--- src/rtl/axi_lite_arbiter_if.sv ---
// axi_lite_arbiter_if: one AXI4-Lite port (AW/W/B/AR/R) between a master and a slave
interface axi_lite_arbiter_if #(
    parameter int ADDR_WIDTH = 12,
    parameter int DATA_WIDTH = 8
);
    localparam int STRB_WIDTH = DATA_WIDTH / 8;
    logic [ADDR_WIDTH-1:0] awaddr;
    logic                  awvalid;
    logic                  awready;
    logic [DATA_WIDTH-1:0] wdata;
    logic [STRB_WIDTH-1:0] wstrb;
    logic                  wvalid;
    logic                  wready;
    logic [1:0]            bresp;
    logic                  bvalid;
    logic                  bready;
    logic [ADDR_WIDTH-1:0] araddr;
    logic                  arvalid;
    logic                  arready;
    logic [DATA_WIDTH-1:0] rdata;
    logic [1:0]            rresp;
    logic                  rvalid;
    logic                  rready;
    modport master (
        output awaddr, awvalid, wdata, wstrb, wvalid, bready, araddr, arvalid, rready,
        input  awready, wready, bresp, bvalid, arready, rdata, rresp, rvalid
    );
    modport slave (
        input  awaddr, awvalid, wdata, wstrb, wvalid, bready, araddr, arvalid, rready,
        output awready, wready, bresp, bvalid, arready, rdata, rresp, rvalid
    );
endinterface

--- src/rtl/axi_lite_arbiter.sv ---
// axi_lite_arbiter: round-robin 2:1 AXI4-Lite arbiter, one transaction at a time
module axi_lite_arbiter #(
    parameter int ADDR_WIDTH = 12,
    parameter int DATA_WIDTH = 8
) (
    input  logic               ACLK,
    input  logic               ARESET,
    axi_lite_arbiter_if.slave  m0,
    axi_lite_arbiter_if.slave  m1,
    axi_lite_arbiter_if.master s,
    output logic               grant,
    output logic               busy
);
    localparam int STRB_WIDTH = DATA_WIDTH / 8;
    typedef enum logic [2:0] {IDLE, RADDR, RDATA, WADDR, WDATA, WRESP} state_t;
    state_t state_q, state_d;
    logic grant_q, grant_d, last_q, last_d;
    logic req0, req1, pick;
    logic aw_on, w_on, b_on, ar_on, r_on;
    logic [ADDR_WIDTH-1:0] g_awaddr, g_araddr;
    logic [DATA_WIDTH-1:0] g_wdata;
    logic [STRB_WIDTH-1:0] g_wstrb;
    logic g_awvalid, g_wvalid, g_bready, g_arvalid, g_rready;
    assign req0 = m0.awvalid | m0.arvalid;
    assign req1 = m1.awvalid | m1.arvalid;
    // under contention the master that did not finish last wins
    assign pick = (req0 & req1) ? ~last_q : req1;
    assign aw_on = state_q == WADDR;
    assign w_on  = state_q == WDATA;
    assign b_on  = state_q == WRESP;
    assign ar_on = state_q == RADDR;
    assign r_on  = state_q == RDATA;
    assign g_awaddr  = grant_q ? m1.awaddr  : m0.awaddr;
    assign g_awvalid = grant_q ? m1.awvalid : m0.awvalid;
    assign g_wdata   = grant_q ? m1.wdata   : m0.wdata;
    assign g_wstrb   = grant_q ? m1.wstrb   : m0.wstrb;
    assign g_wvalid  = grant_q ? m1.wvalid  : m0.wvalid;
    assign g_bready  = grant_q ? m1.bready  : m0.bready;
    assign g_araddr  = grant_q ? m1.araddr  : m0.araddr;
    assign g_arvalid = grant_q ? m1.arvalid : m0.arvalid;
    assign g_rready  = grant_q ? m1.rready  : m0.rready;
    always_ff @(posedge ACLK or posedge ARESET) begin
        if (ARESET) begin
            state_q <= IDLE;
            grant_q <= 1'b0;
            last_q  <= 1'b1;
        end else begin
            state_q <= state_d;
            grant_q <= grant_d;
            last_q  <= last_d;
        end
    end
    always_comb begin
        state_d = state_q;
        grant_d = grant_q;
        last_d  = last_q;
        case (state_q)
            IDLE: if (req0 | req1) begin
                grant_d = pick;
                state_d = (pick ? m1.awvalid : m0.awvalid) ? WADDR : RADDR;
            end
            WADDR: state_d = (g_awvalid & s.awready) ? WDATA : WADDR;
            WDATA: state_d = (g_wvalid & s.wready) ? WRESP : WDATA;
            WRESP: if (s.bvalid & g_bready) begin
                state_d = IDLE;
                last_d  = grant_q;
            end
            RADDR: state_d = (g_arvalid & s.arready) ? RDATA : RADDR;
            RDATA: if (s.rvalid & g_rready) begin
                state_d = IDLE;
                last_d  = grant_q;
            end
            default: state_d = IDLE;
        endcase
    end
    assign s.awaddr  = aw_on ? g_awaddr : '0;
    assign s.awvalid = aw_on & g_awvalid;
    assign s.wdata   = w_on ? g_wdata : '0;
    assign s.wstrb   = w_on ? g_wstrb : '0;
    assign s.wvalid  = w_on & g_wvalid;
    assign s.bready  = b_on & g_bready;
    assign s.araddr  = ar_on ? g_araddr : '0;
    assign s.arvalid = ar_on & g_arvalid;
    assign s.rready  = r_on & g_rready;
    assign m0.awready = aw_on & ~grant_q & s.awready;
    assign m0.wready  = w_on & ~grant_q & s.wready;
    assign m0.bvalid  = b_on & ~grant_q & s.bvalid;
    assign m0.bresp   = (b_on & ~grant_q) ? s.bresp : 2'b00;
    assign m0.arready = ar_on & ~grant_q & s.arready;
    assign m0.rvalid  = r_on & ~grant_q & s.rvalid;
    assign m0.rdata   = (r_on & ~grant_q) ? s.rdata : '0;
    assign m0.rresp   = (r_on & ~grant_q) ? s.rresp : 2'b00;
    assign m1.awready = aw_on & grant_q & s.awready;
    assign m1.wready  = w_on & grant_q & s.wready;
    assign m1.bvalid  = b_on & grant_q & s.bvalid;
    assign m1.bresp   = (b_on & grant_q) ? s.bresp : 2'b00;
    assign m1.arready = ar_on & grant_q & s.arready;
    assign m1.rvalid  = r_on & grant_q & s.rvalid;
    assign m1.rdata   = (r_on & grant_q) ? s.rdata : '0;
    assign m1.rresp   = (r_on & grant_q) ? s.rresp : 2'b00;
    assign grant = grant_q;
    assign busy  = state_q != IDLE;
endmodule

--- src/flat_wrapper.sv ---
// flat-port wrapper written by rule: the top's interface ports become plain ports
module axi_lite_arbiter_flat 
#(
    parameter int ADDR_WIDTH = 12,
    parameter int DATA_WIDTH = 8
)
  (ACLK, ARESET, grant, busy, m0_awaddr, m0_awvalid, m0_wdata, m0_wstrb, m0_wvalid, m0_bready, m0_araddr, m0_arvalid, m0_rready, m0_awready, m0_wready, m0_bresp, m0_bvalid, m0_arready, m0_rdata, m0_rresp, m0_rvalid, m1_awaddr, m1_awvalid, m1_wdata, m1_wstrb, m1_wvalid, m1_bready, m1_araddr, m1_arvalid, m1_rready, m1_awready, m1_wready, m1_bresp, m1_bvalid, m1_arready, m1_rdata, m1_rresp, m1_rvalid, s_awaddr, s_awvalid, s_wdata, s_wstrb, s_wvalid, s_bready, s_araddr, s_arvalid, s_rready, s_awready, s_wready, s_bresp, s_bvalid, s_arready, s_rdata, s_rresp, s_rvalid);
  axi_lite_arbiter_if #(.ADDR_WIDTH(ADDR_WIDTH), .DATA_WIDTH(DATA_WIDTH)) m0_i ();
  axi_lite_arbiter_if #(.ADDR_WIDTH(ADDR_WIDTH), .DATA_WIDTH(DATA_WIDTH)) m1_i ();
  axi_lite_arbiter_if #(.ADDR_WIDTH(ADDR_WIDTH), .DATA_WIDTH(DATA_WIDTH)) s_i ();
  input  logic ACLK;
  input  logic ARESET;
  output logic grant;
  output logic busy;
  input wire logic [$bits(m0_i.awaddr)-1:0] m0_awaddr;
  input wire logic [$bits(m0_i.awvalid)-1:0] m0_awvalid;
  input wire logic [$bits(m0_i.wdata)-1:0] m0_wdata;
  input wire logic [$bits(m0_i.wstrb)-1:0] m0_wstrb;
  input wire logic [$bits(m0_i.wvalid)-1:0] m0_wvalid;
  input wire logic [$bits(m0_i.bready)-1:0] m0_bready;
  input wire logic [$bits(m0_i.araddr)-1:0] m0_araddr;
  input wire logic [$bits(m0_i.arvalid)-1:0] m0_arvalid;
  input wire logic [$bits(m0_i.rready)-1:0] m0_rready;
  output wire logic [$bits(m0_i.awready)-1:0] m0_awready;
  output wire logic [$bits(m0_i.wready)-1:0] m0_wready;
  output wire logic [$bits(m0_i.bresp)-1:0] m0_bresp;
  output wire logic [$bits(m0_i.bvalid)-1:0] m0_bvalid;
  output wire logic [$bits(m0_i.arready)-1:0] m0_arready;
  output wire logic [$bits(m0_i.rdata)-1:0] m0_rdata;
  output wire logic [$bits(m0_i.rresp)-1:0] m0_rresp;
  output wire logic [$bits(m0_i.rvalid)-1:0] m0_rvalid;
  input wire logic [$bits(m1_i.awaddr)-1:0] m1_awaddr;
  input wire logic [$bits(m1_i.awvalid)-1:0] m1_awvalid;
  input wire logic [$bits(m1_i.wdata)-1:0] m1_wdata;
  input wire logic [$bits(m1_i.wstrb)-1:0] m1_wstrb;
  input wire logic [$bits(m1_i.wvalid)-1:0] m1_wvalid;
  input wire logic [$bits(m1_i.bready)-1:0] m1_bready;
  input wire logic [$bits(m1_i.araddr)-1:0] m1_araddr;
  input wire logic [$bits(m1_i.arvalid)-1:0] m1_arvalid;
  input wire logic [$bits(m1_i.rready)-1:0] m1_rready;
  output wire logic [$bits(m1_i.awready)-1:0] m1_awready;
  output wire logic [$bits(m1_i.wready)-1:0] m1_wready;
  output wire logic [$bits(m1_i.bresp)-1:0] m1_bresp;
  output wire logic [$bits(m1_i.bvalid)-1:0] m1_bvalid;
  output wire logic [$bits(m1_i.arready)-1:0] m1_arready;
  output wire logic [$bits(m1_i.rdata)-1:0] m1_rdata;
  output wire logic [$bits(m1_i.rresp)-1:0] m1_rresp;
  output wire logic [$bits(m1_i.rvalid)-1:0] m1_rvalid;
  output wire logic [$bits(s_i.awaddr)-1:0] s_awaddr;
  output wire logic [$bits(s_i.awvalid)-1:0] s_awvalid;
  output wire logic [$bits(s_i.wdata)-1:0] s_wdata;
  output wire logic [$bits(s_i.wstrb)-1:0] s_wstrb;
  output wire logic [$bits(s_i.wvalid)-1:0] s_wvalid;
  output wire logic [$bits(s_i.bready)-1:0] s_bready;
  output wire logic [$bits(s_i.araddr)-1:0] s_araddr;
  output wire logic [$bits(s_i.arvalid)-1:0] s_arvalid;
  output wire logic [$bits(s_i.rready)-1:0] s_rready;
  input wire logic [$bits(s_i.awready)-1:0] s_awready;
  input wire logic [$bits(s_i.wready)-1:0] s_wready;
  input wire logic [$bits(s_i.bresp)-1:0] s_bresp;
  input wire logic [$bits(s_i.bvalid)-1:0] s_bvalid;
  input wire logic [$bits(s_i.arready)-1:0] s_arready;
  input wire logic [$bits(s_i.rdata)-1:0] s_rdata;
  input wire logic [$bits(s_i.rresp)-1:0] s_rresp;
  input wire logic [$bits(s_i.rvalid)-1:0] s_rvalid;
  assign m0_i.awaddr = m0_awaddr;
  assign m0_i.awvalid = m0_awvalid;
  assign m0_i.wdata = m0_wdata;
  assign m0_i.wstrb = m0_wstrb;
  assign m0_i.wvalid = m0_wvalid;
  assign m0_i.bready = m0_bready;
  assign m0_i.araddr = m0_araddr;
  assign m0_i.arvalid = m0_arvalid;
  assign m0_i.rready = m0_rready;
  assign m0_awready = m0_i.awready;
  assign m0_wready = m0_i.wready;
  assign m0_bresp = m0_i.bresp;
  assign m0_bvalid = m0_i.bvalid;
  assign m0_arready = m0_i.arready;
  assign m0_rdata = m0_i.rdata;
  assign m0_rresp = m0_i.rresp;
  assign m0_rvalid = m0_i.rvalid;
  assign m1_i.awaddr = m1_awaddr;
  assign m1_i.awvalid = m1_awvalid;
  assign m1_i.wdata = m1_wdata;
  assign m1_i.wstrb = m1_wstrb;
  assign m1_i.wvalid = m1_wvalid;
  assign m1_i.bready = m1_bready;
  assign m1_i.araddr = m1_araddr;
  assign m1_i.arvalid = m1_arvalid;
  assign m1_i.rready = m1_rready;
  assign m1_awready = m1_i.awready;
  assign m1_wready = m1_i.wready;
  assign m1_bresp = m1_i.bresp;
  assign m1_bvalid = m1_i.bvalid;
  assign m1_arready = m1_i.arready;
  assign m1_rdata = m1_i.rdata;
  assign m1_rresp = m1_i.rresp;
  assign m1_rvalid = m1_i.rvalid;
  assign s_awaddr = s_i.awaddr;
  assign s_awvalid = s_i.awvalid;
  assign s_wdata = s_i.wdata;
  assign s_wstrb = s_i.wstrb;
  assign s_wvalid = s_i.wvalid;
  assign s_bready = s_i.bready;
  assign s_araddr = s_i.araddr;
  assign s_arvalid = s_i.arvalid;
  assign s_rready = s_i.rready;
  assign s_i.awready = s_awready;
  assign s_i.wready = s_wready;
  assign s_i.bresp = s_bresp;
  assign s_i.bvalid = s_bvalid;
  assign s_i.arready = s_arready;
  assign s_i.rdata = s_rdata;
  assign s_i.rresp = s_rresp;
  assign s_i.rvalid = s_rvalid;
  axi_lite_arbiter #(.ADDR_WIDTH(ADDR_WIDTH), .DATA_WIDTH(DATA_WIDTH)) u_core (.ACLK(ACLK), .ARESET(ARESET), .m0(m0_i), .m1(m1_i), .s(s_i), .grant(grant), .busy(busy));
endmodule
--- config.mk ---
export PLATFORM = sky130hd
export DESIGN_NAME = axi_lite_arbiter_flat
export DESIGN_NICKNAME = d
export VERILOG_FILES = /design/src/rtl/axi_lite_arbiter_if.sv /design/src/rtl/axi_lite_arbiter.sv /design/src/flat_wrapper.sv
export SDC_FILE = /design/constraint.sdc
export NUM_CORES = 1
export LEC_CHECK = 0
export CORE_UTILIZATION = 22
export DETAILED_ROUTE_END_ITERATION = 10
export HOLD_SLACK_MARGIN = 0.02
export MAX_ROUTING_LAYER = met4
export PLACE_DENSITY = 0.77
export SYNTH_ARGS = -nofsm -noshare
export SYNTH_HDL_FRONTEND = slang
export SYNTH_SLANG_ARGS = --single-unit
--- constraint.sdc ---
create_clock -name ACLK -period 2 [get_ports ACLK]
set_clock_uncertainty 0.1 [all_clocks]
set_input_delay 0.6 -clock ACLK [delete_from_list [all_inputs] [get_ports ACLK]]
set_output_delay 0.6 -clock ACLK [all_outputs]
set_load 0.1 [all_outputs]
==> results_dict.tcl <==
set metrics [dict create \
    io_pins 169 \
    place_congestion 0.8118 \
    ff2ff_path_depth 6 \
    antenna_found_initial 0 \
    whs_ns 0.5167 \
    p_total_uw 7768 \
    grt_pass1_wl_mm 11.87 \
    clkSinkCount 5 \
    diodes 0 \
    peakVddDrop_uv 1370 \
    setup_ws_ns -0.4243 \
    io_buffers 168 \
    postCtsHoldBufs 0 \
    layout_commonest_cell "clkdlybuf4s50_1" \
    final_cells 445 \
    hold_violations 0 \
    finalCritPeriodShare 1.212 \
    use_met2 0.5162 \
    synth.area.top_cells "mux2i_1 30%, nor2_1 12%, and2_1 12%" \
    ff2ff_setup_slack_ns -0.03 \
    mostFrequentLayoutCells "85 x clkdlybuf4s50_1, 80 x buf_12, 40 x nor2_4" \
    status "complete, but fails checks" \
    wl_mm 8.824 \
    yosysWarnings 0 \
    netlist_instances 170 \
    rr_endpoint "u_core.last_q" \
    cellLeakagePower_uw 0.001910 \
    drc_errors 0 \
    start_kind "flop" \
    fillers 190 \
    gr-usage-met1 0.2754 \
    clk_pin_slew_ns 0.04 \
    wl_per_cell_microns 19.83 \
    grt_pass1_vias 2231 \
    rsz0062_at_grt "true" \
    crit_arrival_ns 1.72 \
    placed_cells 429 \
    met3_usage 0.03234 \
    area_growth_pct 288.4 \
    h-tree-depth 1 \
    clock_latency_ns 0.23 \
    mappedNetlistArea_sq_mm 0.001217 \
    cts_inserted_buffers 3 \
    sw_frac_of_total 0.5806 \
    fp.dieW_microns 76.39 \
    hold_class "input port to asynchronous set/reset pin" \
    grt_overflow_total 0 \
    fin_crit_ns 2.424 \
    drv_cap 0 \
    drtAntennaViolNets 0 \
    drt_iter0_drc 103 \
    seqPwrFrac 0.031 \
    max_slew_margin 0.7619 \
    switchingPower_uw 4510 \
    drive_above_1_share 0.6133 \
    final_area_sq_mm 0.004728 \
    endpoint_kind "output pin" \
    ys.flop_type "dfrtp_1" \
    synth_top_area_frac 0.3042 \
    synth_edf_count 0 \
    setup_viol 74 \
    syn-num-nets 265 \
    ys_seq_area_frac 0.1038 \
    rows 26 \
    initial_utilization 0.2339 \
    coreArea_sq_mm 0.005205 \
    track_usage 0.2661 \
    root_buffer "clkbuf_8" \
    max_freq_ghz 0.4125 \
    clkPwrFrac 0.026 \
    syn_avg_cell_area_sq_um 7.161 \
    regToRegStartpoint "u_core.grant" \
    grt.busiest_layer "met2" \
    fp.dieH_microns 76.39 \
    place_hpwl_mm 6.144 \
    ys_seq_elements 5 \
    tns_ns -23.07 \
    p_per_area_mw_per_mm2 1643 \
    final_nets 471 \
    dr.pass1.iters 4 \
    async_reset_ff_frac 1.000 \
    drt-vias-per-instance 4.926 \
    worst_pin_slew_ns 0.3539 \
    cp_max_fo 6 \
    p_int_uw 3258 \
    ys_types 38 \
    grt_max_degree 18 \
    comb_power_share 0.943 \
    cp.required_ns 1.30 \
    placed_area_sq_mm 0.004404 \
    dieArea_sq_mm 0.005835 \
    cts_tree "done" \
    worst-setup-path-type "flop to output pin" \
    clock_path_buffers 2 \
    violations "setup timing" \
    slew_viol_final 0 \
    synth_top_area_cell "mux2i_1" \
    vias 2192 \
]
==> power groups by stage <==
stage	clock network [uW]	logic, uW	registers [uW]
2_1_floorplan	0	4390	289
3_3_place_gp	0	6540	282
3_5_place_dp	0	6610	289
4_1_cts	195	6900	272
5_1_grt	207	7500	243
6_report	204	7320	239
==> worst max-delay path: stages, from the launching register on <==
cell and delay [ns]:
dfrtp_1 0.42, or3b_4 0.46, nor2_4 0.14, buf_6 0.14, and2_4 0.16, buf_12 0.17
==> flip-flops by register name (all words and copies together) (netlist names) <==
register / cells
u_core.grant: 1
u_core.last_q: 1
u_core.state_q: 3
==> synth_stat cells (2+ instances only) <==
master    count
a21oi_1       2
and2_1       23
and3_1        8
buf_2         8
buf_6         2
clkbuf_1      2
clkbuf_2      2
dfrtp_1       4
inv_1         4
mux2i_1      37
nand2_1       5
nor2_1       40
nor3_1        5
o21ai_0       4
==> what timing repair did <==
item | 4_1_cts | 5_1_grt
gates resized for setup | 37 | 22
gates cloned | 2 | 0
buffers inserted | 3 | 7
pin swaps | 17 | 15
endpoints found under the setup margin | 75 | 76
endpoints found under the hold margin | 0 | 0
==> worst max-delay path by stage <==
| stage | from | to | slack [ns] | cells after the start |
|---|---|---|---|---|
| after detailed placement | m1_awvalid | s_awvalid | -0.35 | 4 |
| after floorplan | u_core.state_q[0] | m0_wready | -0.63 | 4 |
| after global placement | s_arready | m1_arready | -0.34 | 4 |
| after CTS | u_core.state_q[2] | m0_rdata[0] | -0.39 | 4 |
| after global routing | u_core.state_q[1] | m1_rdata[4] | -0.45 | 5 |
| final | u_core.state_q[2] | m1_rdata[1] | -0.42 | 5 |
==> area by class of cell <==
cell class / count / area, sq um / share of cell area
clock buffer: 4 / 45.04 / 0.009526
inverter: 4 / 18.77 / 0.003969
multi-input combinational: 148 / 1544 / 0.3265
sequential: 5 / 130.1 / 0.02752
tap: 70 / 87.58 / 0.01852
timing repair buffer: 214 / 2903 / 0.6139
==> stage by stage <==
step / setup WS (ns) / util
floorplan: -0.6284 / -
global placement: -0.3423 / 0.8462
detailed placement: -0.3460 / 0.8462
CTS: -0.3909 / 0.8781
global route: -0.4486 / 0.9084
finish: -0.4243 / 0.9084
==> metal layers <==
| metal | vias up | wire (microns) |
|---|---|---|
| li1 | 1004 | - |
| met4 | 0 | 330 |
| met3 | 35 | 347 |
| met5 | - | 0 |
| met1 | 1035 | 3116 |
| met2 | 118 | 5029 |
==> cells by family (layout without fill, tap and decap cells) <==
logic type,after synthesis,count (layout),share of synthesized area
mux,39,39,0.3258
simple gates,95,96,0.4152
flops,5,5,0.1038
buf+inv,18,222,0.07811
compound gates,13,13,0.07709
Note: power is estimated with default switching activity, not from simulation.
==> variant 1: new RTL, same flow settings <==
Re-encode `state_t` (6 states) as one-hot, 6 bits wide.
--- a/src/rtl/axi_lite_arbiter.sv
+++ b/src/rtl/axi_lite_arbiter.sv
@@ -14,3 +14,3 @@
     localparam int STRB_WIDTH = DATA_WIDTH / 8;
-    typedef enum logic [2:0] {IDLE, RADDR, RDATA, WADDR, WDATA, WRESP} state_t;
+    typedef enum logic [5:0] {IDLE = 6'b000001, RADDR = 6'b000010, RDATA = 6'b000100, WADDR = 6'b001000, WDATA = 6'b010000, WRESP = 6'b100000} state_t;
     state_t state_q, state_d;
Check against the original RTL: no difference found for any inputs over 10 cycles, from zero or initial values and one cycle with ARESET high; not proved beyond that.
==> variant 1 against the unedited design <==
- the flow still finishes with violations (setup timing)
- final area increased by 5.2%
- worst setup slack got worse by 0.29 ns
- sequential cell count increased by 3
- worst hold slack worse by 0.0030 ns
- area after synthesis is 10% higher
- wire length shrank 14%
- maximum frequency fell by 11%
- critical endpoint is now m1_rdata[6]
- largest cell class unchanged
Power is not compared: it rests on default switching activity, and its combinational part moved more than twofold at a synthesized area within 25%.
==> variant 1: results (changes against the unedited design) <==
Layout
  – Biggest register: u_core.state_q (unchanged)
  – Max reg flops: 6 (was 3)
  – Final net count: 497 (was 471)
  – Layout cell share with drive strength beyond 1: 59.6% (was 61.3%)
  – N_diodes: 0 (unchanged)

Drt
  – Via count: 2288 (was 2192)
  – Initial DRC Count: 41 (was 103)
  – Final wirelength: 7.61 mm (was 8.82 mm)
  – Via density: 4.81 (was 4.93)
  – DRC viols: 0 (unchanged)
  – Drt first pass iters: 4 (unchanged)

Yosys
  – Async set-or-reset flop fraction in the synthesized netlist: 100% (unchanged)
  – Top_reg_cell synth: dfrtp_1 (unchanged)
  – Synth cell types: 31 (was 38)
  – Share of the yosys chip area belonging to registers: 15.1% (was 10.4%)
  – Syn nets: 277 (was 265)
  – Post-Syn Instances: 182 (was 170)
  – Ys Warns: 0 (unchanged)
  – Synth area leaders: mux2i_1 (26%), nor2_1 (13%), dfrtp_1 (11%) (was mux2i_1 (30%), nor2_1 (12%), and2_1 (12%))
  – Most instantiated cells after synthesis: nor2_1 (45), mux2i_1 (35), and2_1 (17), and3_1 (17), nand2_1 (8) (was nor2_1 (40), mux2i_1 (37), and2_1 (23))

Worst setup path
  – Worst EP arrival: 2.01 ns (was 1.72 ns)
  – Worst r2r dst: u_core.grant (was u_core.last_q)
  – Worst Setup SP: u_core.state_q[4] (was u_core.state_q[2])
  – R2R Path Start: u_core.state_q[1] (was u_core.grant)
  – CP max FO: 7 (was 6)
  – Worst setup path end: m1_rdata[6] (was m1_rdata[1])
  – R2R depth: 5 (was 6)
  – Reg2reg setup slack: -0.14 ns (was -0.03 ns)

Clock network
  – H-tree depth: 1 (unchanged)
  – Clk buf depth: 2 (unchanged)
  – Clk Latency, worst-skew pair: 0.24 ns
  – Clock slew seen by the registers of the worst setup and hold paths: 0.05 ns
  – CTS Root Buffer Type: clkbuf_8 (unchanged)

Timing
  – Setup-failing EPs final: 76 (was 74)
  – Hold Slack: 0.514 ns (was 0.517 ns)
  – Worst-Margin Slew: 0.367 ns (was 0.354 ns)
  – Worst setup margin: -0.714 ns (was -0.424 ns)
  – Final TNS setup: -46.47 ns (was -23.07 ns)

GRT
  – First-pass GRT wire length: 11.6 mm (was 11.9 mm)
  – GRT Util Overall: 24.0% (was 26.6%)
  – Initial antenna violation count: 0 (unchanged)
  – Pin count of the biggest net entering global routing: 22 (was 18)
  – Vias in the first global route: 2367 (was 2231)
  – Total gr overflow: 0 (unchanged)

Placed design
  – RD Place Congestion: 0.810 (was 0.812)
  – Detail Placement HPWL: 5.83 mm (was 6.14 mm)
  – IO buf count: 168 (unchanged)
  – Placed cells: 454 (was 429)

Status
  – Violated checks: setup timing (unchanged)
  – Run status: complete, but fails checks (unchanged)

Worst hold path
  – Min-delay worst type: input port to async pin (unchanged)

Power
  – Max VDD drop: 999 uV
[variant 1: cell types whose count changed in the layout (fill, tap and decap cells not counted), moves of 7 or more]
cell	delta
mux2i_2	-12
buf_4	+14
clkdlybuf4s50_1	+9
dlygate4sd2_1	-8
and3_4	+7
mux2i_1	+14
and2_4	-7
[variant 1: per-layer routing]
layer / part of all wire [%] / track usage (%)
met1: 36 / 25.6
met2: 57 / 45.9
met3: 5.7 / 4.57
met4: 1.0 / 4.64
met5: 0 / -
[variant 1: cell type report]
class                      count  area [um2]
fill                         314         912
clock buffer                   4        45.0
inverter                       2        21.3
multi-input combinational    160        1620
timing repair buffer         227        2990
sequential                     8         209
tap                           75        93.8
[variant 1: critical path, cell delays in order (launching register included)]
cell and delay [ns]:
dfrtp_2 0.42, or4_4 0.58, nor3b_4 0.26, buf_6 0.16, and3_4 0.20, buf_12 0.17
[variant 1: cells by family after synthesis]
group	count (synthesis)	synth area share, %
AND/OR/NAND/NOR	109	44.4
multiplexers	39	29.5
buffers and inverters	14	4.49
AO/OA/AOI/OAI	12	6.45
flip-flops	8	15.1
[variant 1: what timing repair did]
action                     4_1_cts  5_1_grt
buffers inserted                17        2
setup endpoints to repair       76       77
pin swaps                       13       10
gates resized for setup         33       11
gates cloned                     3        0
[variant 1: stage by stage]
step	setup slack [ns]	area, um2	utilization (%)
after floorplan	-0.546	1880	-
after detailed placement	-0.500	4600	78.2
final	-0.714	4970	84.5
after CTS	-0.684	4960	84.3
after global placement	-0.436	4600	78.2
after global routing	-0.789	4970	84.5
[variant 1: power by group]
group,internal [uW],switching (uW)
clock network,139,74.7
logic,1440,1780
registers,228,81.8
total,1810,1930
==> variant 2: new RTL, config.mk and constraints unchanged <==
Without the edit above. `ADDR_WIDTH` is set to 12 in 3 places; all go to 11.
--- a/src/rtl/axi_lite_arbiter_if.sv
+++ b/src/rtl/axi_lite_arbiter_if.sv
@@ -2,3 +2,3 @@
 interface axi_lite_arbiter_if #(
-    parameter int ADDR_WIDTH = 12,
+    parameter int ADDR_WIDTH = 11,
     parameter int DATA_WIDTH = 8
--- a/src/rtl/axi_lite_arbiter.sv
+++ b/src/rtl/axi_lite_arbiter.sv
@@ -2,3 +2,3 @@
 module axi_lite_arbiter #(
-    parameter int ADDR_WIDTH = 12,
+    parameter int ADDR_WIDTH = 11,
     parameter int DATA_WIDTH = 8
--- a/src/flat_wrapper.sv
+++ b/src/flat_wrapper.sv
@@ -3,3 +3,3 @@
 #(
-    parameter int ADDR_WIDTH = 12,
+    parameter int ADDR_WIDTH = 11,
     parameter int DATA_WIDTH = 8
Interface: changed (6 resized); port bits go from 169 to 163. No check against the original RTL was run, so the function may have changed too.
==> variant 2 against the unedited design <==
- the flow still finishes with violations (setup timing)
- sequential cell count is the same
- area after synthesis fell by 2.1%
- worst setup slack better by 0.010 ns
- largest power group unchanged
- critical path type unchanged
- total power decreased by 5.5%
- global-route usage decreased by 1.9 points
- non-clock buffer count fell by 3
- register-to-register slack gained 0.04 ns
- worst hold slack lost 0.041 ns
- maximum frequency increased by 0.42%
- wire length shrank 15%
- final cell count is 1.8% lower
- clock power fell by 3%
- utilization down 2.1 points
- final area shrank 2.9%
==> variant 2: results (changes against the unedited design) <==
Layout
  – Final net count: 459 (was 471)
  – Max reg flops: 3 (unchanged)
  – Biggest register: u_core.state_q (unchanged)
  – N_diodes: 0 (unchanged)
  – Layout cell share with drive strength beyond 1: 59.1% (was 61.3%)

GRT
  – Pin count of the biggest net entering global routing: 18 (unchanged)
  – First-pass GRT wire length: 10.2 mm (was 11.9 mm)
  – Initial antenna violation count: 0 (unchanged)
  – Vias in the first global route: 2126 (was 2231)
  – GRT Util Overall: 24.7% (was 26.6%)

Yosys
  – Top_reg_cell synth: dfrtp_1 (unchanged)
  – Syn nets: 257 (was 265)
  – Synth area leaders: mux2i_1 (29%), and2_1 (12%), nor2_1 (12%) (was mux2i_1 (30%), nor2_1 (12%), and2_1 (12%))
  – Async set-or-reset flop fraction in the synthesized netlist: 100% (unchanged)
  – Share of the yosys chip area belonging to registers: 10.6% (was 10.4%)
  – Synth cell types: 39 (was 38)
  – Ys Warns: 0 (unchanged)
  – Synthesized area per cell: 7.18 um2 (was 7.16 um2)
  – Most instantiated cells after synthesis: nor2_1 (38), mux2i_1 (35), and2_1 (23) (was nor2_1 (40), mux2i_1 (37), and2_1 (23))

Placed design
  – Detail Placement HPWL: 5.63 mm (was 6.14 mm)
  – Pre-CTS setup slack: -0.331 ns (was -0.346 ns)
  – IO buf count: 162 (was 168)
  – Placed cells: 417 (was 429)
  – Placed inst area: 0.00429 mm2 (was 0.00440 mm2)
  – RD Place Congestion: 0.761 (was 0.812)

Timing
  – Setup-failing EPs final: 71 (was 74)
  – Final TNS setup: -24.31 ns (was -23.07 ns)
  – Slew HR: 76.6% (was 76.2%)
  – Worst setup margin: -0.414 ns (was -0.424 ns)
  – Hold Slack: 0.476 ns (was 0.517 ns)

Worst setup path
  – Crit Path Class: flip-flop to primary output (unchanged)
  – CP max FO: 6 (unchanged)
  – CP peak stage delay: 0.46 ns (about the same)
  – R2R Path Start: u_core.state_q[0] (was u_core.grant)
  – CP max-delay cell: or3b_4 (unchanged)
  – Reg2reg setup slack: 0.01 ns (was -0.03 ns)
  – Crit path max-delay family: simple AND/OR/NAND/NOR gates (unchanged)
  – Worst EP arrival: 1.71 ns

Status
  – Run status: complete, but fails checks (unchanged)
  – Violated checks: setup timing (unchanged)

Clock network
  – Clock slew seen by the registers of the worst setup and hold paths: 0.04 ns (about the same)
  – CTS Hold Buffers Added: 0 (unchanged)
  – CTS Root Buffer Type: clkbuf_8 (unchanged)
  – H-tree depth: 1 (unchanged)
  – Clock Sinks: 5 (unchanged)
  – Clk Latency, worst-skew pair: 0.23 ns (about the same)
  – Clk buf depth: 2 (unchanged)
  – Total CTS buffers: 3 (unchanged)

Power
  – Leakage: 0.00190 uW (was 0.00191 uW)
  – Max VDD drop: 965 uV (was 1370 uV)

Worst hold path
  – Min-delay worst type: input port to async pin (unchanged)

Drt
  – Drt first pass iters: 4 (unchanged)
  – Routed len/inst: 17.3 um (was 19.8 um)
  – Final wirelength: 7.54 mm (was 8.82 mm)
  – Via density: 4.73 (was 4.93)
  – Number of routed nets with antenna violations: 0 (unchanged)
  – Initial DRC Count: 26 (was 103)
variant 2: changes by cell type after synthesis, sizes merged:
cell	unedited run	this run
clkbuf	4	6
buf	10	8
nor2	41	39
mux2i	37	35
variant 2: cell type report:
cell class                      count  area, um2
Inverter                            4       18.8
Multi-Input combinational cell    143       1420
Fill cell                         220        581
Sequential cell                     5        134
Clock buffer                        4       45.0
Timing Repair Buffer              211       2880
Tap cell                           70       87.6
variant 2: final timing paths:
check                                end  cells past startpoint
setup / recovery             m1_rdata[3]                      5
hold / removal              u_core.grant                      2
setup reg to reg           u_core.last_q                      8
hold reg to reg            u_core.last_q                      1
max in group asynchronous  u_core.last_q                      2
min in group ACLK          u_core.last_q                      1
variant 2: repair_timing:
action,CTS,global route
endpoints found under the setup margin,72,72
setup buffers,8,6
gates cloned,1,1
resized for setup,28,9
endpoints found under the hold margin,0,0
pin swaps,18,7
variant 2: routing by layer:
metal  vias to the layer above  global-route usage, %  wire length (um)  part of all wire, %
li1                        981                      -                 -                    -
met1                       964                   24.2              2510                   33
met2                       113                   50.5              4300                   57
met3                        10                   3.70               617                  8.2
met4                         0                   5.14               106                  1.4
met5                         -                      -                 0                    0
variant 2: worst register-to-register path, delay by kind of cell, from the launching register on:
family | cells | cell delay, ns
AO/OA/AOI/OAI | 1 | 0.05
buffers and inverters | 4 | 0.48
flip-flops | 1 | 0.43
multiplexers | 1 | 0.30
AND/OR/NAND/NOR | 2 | 0.56
variant 2: logic make-up after synthesis:
family	synth area share, %
compound gates	7.87
buf+inv	8.18
flops	10.6
mux	31.6
simple gates	41.8
variant 2: report_power, final:
part	switching (uW)	internal, uW
registers	80.8	174
clock network	60.6	138
logic	4050	2830
total	4190	3140
